$ cat src/rtl/dsp_pkg.sv
// Shared DSP datapath definitions: width helpers, state encoding and default sample width.
// Used by the multiplier, the product accumulator and downstream scaling stages.
package dsp_pkg;

  localparam int OUT_W_DEF = 8;
  localparam int PROD_W    = 16;

  typedef enum logic {
    ST_IDLE  = 1'b0,
    ST_ACCUM = 1'b1
  } acc_state_t;

  function automatic int clog2(input int n);
    int r;
    r = 0;
    for (int v = n - 1; v > 0; v = v >> 1) r++;
    return r;
  endfunction

  // Enough headroom for TAPS full-scale products, so the sum can never wrap.
  function automatic int acc_width(input int taps);
    return PROD_W + clog2(taps);
  endfunction

endpackage

$ cat src/rtl/round_saturate.sv
// Round-half-up arithmetic right shift followed by saturation to OUT_W signed bits.
// Purely combinational; no handshake.
module round_saturate #(
  parameter int IN_W  = 19,
  parameter int SHIFT = 7,
  parameter int OUT_W = 8
) (
  input  logic signed [IN_W-1:0]  x,
  output logic signed [OUT_W-1:0] y,
  output logic                    sat
);

  localparam logic signed [IN_W:0] RND  = (IN_W+1)'(1) <<< (SHIFT - 1);
  localparam logic signed [IN_W:0] MAXV = (IN_W+1)'((1 << (OUT_W - 1)) - 1);
  localparam logic signed [IN_W:0] MINV = (IN_W+1)'(-(1 << (OUT_W - 1)));

  logic signed [IN_W:0] w_ext;
  logic signed [IN_W:0] w_r;

  // One extra bit so the rounding add cannot wrap at the positive extreme.
  assign w_ext = {x[IN_W-1], x} + RND;
  assign w_r   = w_ext >>> SHIFT;

  always_comb begin
    y   = w_r[OUT_W-1:0];
    sat = 1'b0;
    if (w_r > MAXV) begin
      y   = MAXV[OUT_W-1:0];
      sat = 1'b1;
    end else if (w_r < MINV) begin
      y   = MINV[OUT_W-1:0];
      sat = 1'b1;
    end
  end

endmodule

$ cat src/rtl/product_accumulator.sv
// Sums frames of TAPS signed products; result valid one cycle after the last product.
// Valid-only input, always accepted (no backpressure); i_clear aborts the current frame.
module product_accumulator
  import dsp_pkg::*;
#(
  parameter int TAPS  = 8,
  parameter int SHIFT = 7,
  parameter int OUT_W = OUT_W_DEF,
  parameter int ACC_W = acc_width(TAPS)
) (
  input  logic                    i_clk,
  input  logic                    i_rst_n,
  input  logic                    i_clear,
  input  logic                    i_valid,
  input  logic signed [15:0]      i_product,
  output logic                    o_busy,
  output logic                    o_valid,
  output logic signed [ACC_W-1:0] o_sum,
  output logic signed [OUT_W-1:0] o_sample,
  output logic                    o_sat
);

  localparam int CNT_W = clog2(TAPS);
  localparam logic [CNT_W-1:0] LAST = CNT_W'(TAPS - 1);

  acc_state_t              r_state;
  logic [CNT_W-1:0]        r_cnt;
  logic signed [ACC_W-1:0] r_acc;
  logic                    r_valid;
  logic signed [ACC_W-1:0] r_sum;
  logic signed [OUT_W-1:0] r_sample;
  logic                    r_sat;

  logic signed [ACC_W-1:0] w_prod_ext;
  logic signed [ACC_W-1:0] w_final;
  logic signed [OUT_W-1:0] w_sample;
  logic                    w_sat;

  assign w_prod_ext = {{(ACC_W-16){i_product[15]}}, i_product};
  assign w_final    = r_acc + w_prod_ext;

  round_saturate #(
    .IN_W  (ACC_W),
    .SHIFT (SHIFT),
    .OUT_W (OUT_W)
  ) u_round_saturate (
    .x   (w_final),
    .y   (w_sample),
    .sat (w_sat)
  );

  always_ff @(posedge i_clk or negedge i_rst_n) begin
    if (!i_rst_n) begin
      r_state  <= ST_IDLE;
      r_cnt    <= '0;
      r_acc    <= '0;
      r_valid  <= 1'b0;
      r_sum    <= '0;
      r_sample <= '0;
      r_sat    <= 1'b0;
    end else begin
      r_valid <= 1'b0;
      if (i_clear) begin
        r_state <= ST_IDLE;
        r_cnt   <= '0;
        r_acc   <= '0;
      end else if (i_valid) begin
        case (r_state)
          ST_IDLE: begin
            r_acc   <= w_prod_ext;
            r_cnt   <= CNT_W'(1);
            r_state <= ST_ACCUM;
          end
          default: begin
            if (r_cnt == LAST) begin
              // Result registers hold until the next completed frame.
              r_sum    <= w_final;
              r_sample <= w_sample;
              r_sat    <= w_sat;
              r_valid  <= 1'b1;
              r_acc    <= '0;
              r_cnt    <= '0;
              r_state  <= ST_IDLE;
            end else begin
              r_acc <= w_final;
              r_cnt <= r_cnt + 1'b1;
            end
          end
        endcase
      end
    end
  end

  assign o_busy   = (r_state == ST_ACCUM);
  assign o_valid  = r_valid;
  assign o_sum    = r_sum;
  assign o_sample = r_sample;
  assign o_sat    = r_sat;

endmodule

$ cat config.mk
export PLATFORM = sky130hd
export DESIGN_NAME = product_accumulator
export DESIGN_NICKNAME = d
export VERILOG_FILES = /design/src/rtl/dsp_pkg.sv /design/src/rtl/round_saturate.sv /design/src/rtl/product_accumulator.sv
export SDC_FILE = /design/constraint.sdc
export NUM_CORES = 1
export LEC_CHECK = 0
export BUFFER_PORTS_ARGS = -buffer_cell sky130_fd_sc_hd__buf_2
export CAP_MARGIN = 20
export CORE_MARGIN = 1.5
export CORE_UTILIZATION = 55
export CTS_CLUSTER_DIAMETER = 40
export DETAILED_ROUTE_END_ITERATION = 6
export PLACE_DENSITY = 0.77
export SYNTH_ARGS = -nofsm -noshare
export SYNTH_HDL_FRONTEND = slang
export SYNTH_SLANG_ARGS = --single-unit
$ cat constraint.sdc
create_clock -name i_clk -period 4.5 [get_ports i_clk]
set_input_delay 1.35 -clock i_clk [delete_from_list [all_inputs] [get_ports i_clk]]
set_output_delay 1.35 -clock i_clk [all_outputs]
set_load 0.01 [all_outputs]
==> metrics.txt <==
Post-Synthesis Net Count=425; TritonCTS clock tree=built; later-pin clock latency in the skew report=0.31 ns; WL per Instance=15.5 um; initial antenna violation count=0; Final Skew=0.00702 ns; drt pass-1 iters=4; total CTS buffers=5; most common cell after layout, fill and taps aside=nand2_1; die width=82.3 um; htree depth=2; area delta synth->final=15.1%; Hold Crit Class=flop to flop; Worst-Margin Slew=0.773 ns; setup_tns=0 ns; R2R Path End=o_sat$_DFFE_PN0P_; RR Startpoint=r_acc[0]$_DFFE_PN0P_; period utilization=0.917; total track usage=0.259; GRT overflow=0; Rows=28; Leak Pwr=1.94 nW; design area=3990 um2; pwr dens=329 nW/um2; endpoints failing setup=0; Final HPWL DP=6020 um; synthesized flop and latch total=52; reg2reg setup slack=1.12 ns; pre-CTS setup slack=0.0487 ns; arrival time worst endpoint=4.32 ns; final antenna-violating net count=0; vias in the first global route=2822; EDFF count, synth=0; WL final=8060 um; clock slew at reported path FFs=0.10 ns; beginning of the worst hold path=o_sum[0]$_DFFE_PN0P_; cells after synthesis=383; Sink Count=52; Distinct cells, synth=65; Post-DP Area=3860 um2; # resized after CTS=0; share of flip-flops with an asynchronous set or reset=1.00; prevailing post-synth register cell=dfrtp_1; Critical Path RT=4.69 ns; WHS=0.474 ns; Max Clock Freq=242 MHz; full die area=6780 um2; Max transition margin=0.478; final hold vios=0; mux share of post-synthesis cell area=0; worst vdd ir=0.160 mV; Post CTS Setup Buffer Count=0; Max Slew Vio Count=0; yosys warns=0; status=complete, no violations; routability cong.=0.958; share of synthesized cell area in and, or, nand and nor gates=0.198; critical path class=primary input to flop; Hold Crit Depth=2; post-synthesis sequential area ratio=0.376; xor/xnor share of the synthesized area=0.0596; main combinational cell family by area after synthesis=compound AO/OA/AOI/OAI gates; Die Y=82.3 um; clk buf depth=2; post-synthesis compound-gate area fraction=0.244; initial drt markers=99; CP Max Fanout=8; Ports=50; Mean Syn Cell Area=9.04 um2; Crit. End Element=flop; largest net degree at the start of global routing=53; FF-to-FF path depth=12; Netlist Area Pre-Place=3460 um2; RSZ-0062 raised after global routing=false; Worst setup SP type=primary input; global-route wire length before repair=13500 um; ant diodes=0; Clock Root Buffer=clkbuf_8; commonest cells after routing, fill and taps aside=nand2_1, dfrtp_1, buf_2; Nets=485; Core ar.=5990 um2; PortBufs=49; Hold Path Sink=o_sum[0]$_DFFE_PN0P_; layout cells sized above 1=0.230; vias per std cell=5.85; Adder-Cell Fraction of Synth Area=0.0817; setup ws final=0.373 ns; vias=3037; min Tclk post-route=4.13 ns; Max Cap Viol=0; Initial Utilization=0.578; DRC viols=0; cts hold-fix bufs=0
[cell families (layout without fill, tap and decap cells)]
family / after synthesis / in the layout
AO/OA/AOI/OAI: 114 / 114
XOR/XNOR: 21 / 21
adder cells (fa/ha/maj): 22 / 22
buffers and inverters: 30 / 91
flip-flops: 52 / 52
AND/OR/NAND/NOR: 144 / 144
[sequential cells by signal (all words and copies together), names as in the netlist]
name and cells:
o_busy 1, o_sample 8, o_sat 1, o_sum 19, o_valid 1, r_acc 19
r_cnt 3
[cell usage after synthesis (4+ instances only)]
library cell	count	area share
a22o_1	4	0.010
nor2_1	28	0.030
nand3_1	19	0.027
xor2_1	10	0.025
a21o_1	5	0.011
o21ai_0	28	0.040
nor3_1	11	0.016
ha_1	21	0.076
a221oi_1	6	0.015
a21oi_1	16	0.023
o211ai_1	5	0.011
o21a_1	6	0.013
nand2_1	61	0.066
nand4_1	6	0.011
inv_1	12	0.013
o221ai_1	7	0.018
a211oi_1	8	0.017
xnor2_1	8	0.020
dfrtp_1	52	0.38
clkbuf_1	9	0.0098
[final cells by class]
class	count	area [um2]
clock buffers	6	82.6
clock inverters	2	38.8
fillers	492	2010
inverters	14	52.6
multi-input cells	301	2020
flip-flops and latches	52	1300
well taps	75	93.8
repair buffers	69	395
[metrics by stage]
stage | power, mW | std cells | util
after detailed placement | 0.970 | 511 | 0.645
after CTS | 1.32 | 519 | 0.665
final | 1.31 | 519 | 0.665
after floorplan | 0.826 | 383 | -
after global routing | 1.39 | 519 | 0.665
after global placement | 0.962 | 511 | 0.645
[how the worst max path moves through the flow]
stage | from | to | slack [ns]
CTS | i_product[0] | o_sat$_DFFE_PN0P_ | 0.36
finish | i_product[0] | o_sat$_DFFE_PN0P_ | 0.37
global placement | i_product[0] | o_sat$_DFFE_PN0P_ | 0.14
detailed placement | i_product[0] | o_sat$_DFFE_PN0P_ | 0.05
floorplan | i_product[0] | o_sat$_DFFE_PN0P_ | 0.33
global route | i_product[0] | o_sat$_DFFE_PN0P_ | 0.1
[worst max-delay path: stages]
cell and delay, ns:
buf_2 0.11, ha_1 0.24, fa_1 0.46, a211oi_2 0.31
o21ai_2 0.16, xor2_2 0.23, ha_1 0.22, nand2_1 0.10
nor4_4 0.23, a21oi_2 0.10, or3_4 0.41, o211ai_4 0.26
o211ai_1 0.13
[layer usage]
layer  wire (um)  vias up  track usage
met5           0        -            0
met4         104        0       0.0746
met3         490       12       0.0495
met2        3510       93        0.387
met1        3960     1421        0.378
li1            -     1511            -
[power breakdown]
group / leakage [nW] / internal, mW / switching (mW)
Clock: 0.0614 / 0.182 / 0.163
Combinational: 1.19 / 0.187 / 0.272
Sequential: 0.690 / 0.494 / 0.0147
Power figures use the tool's default switching activity.
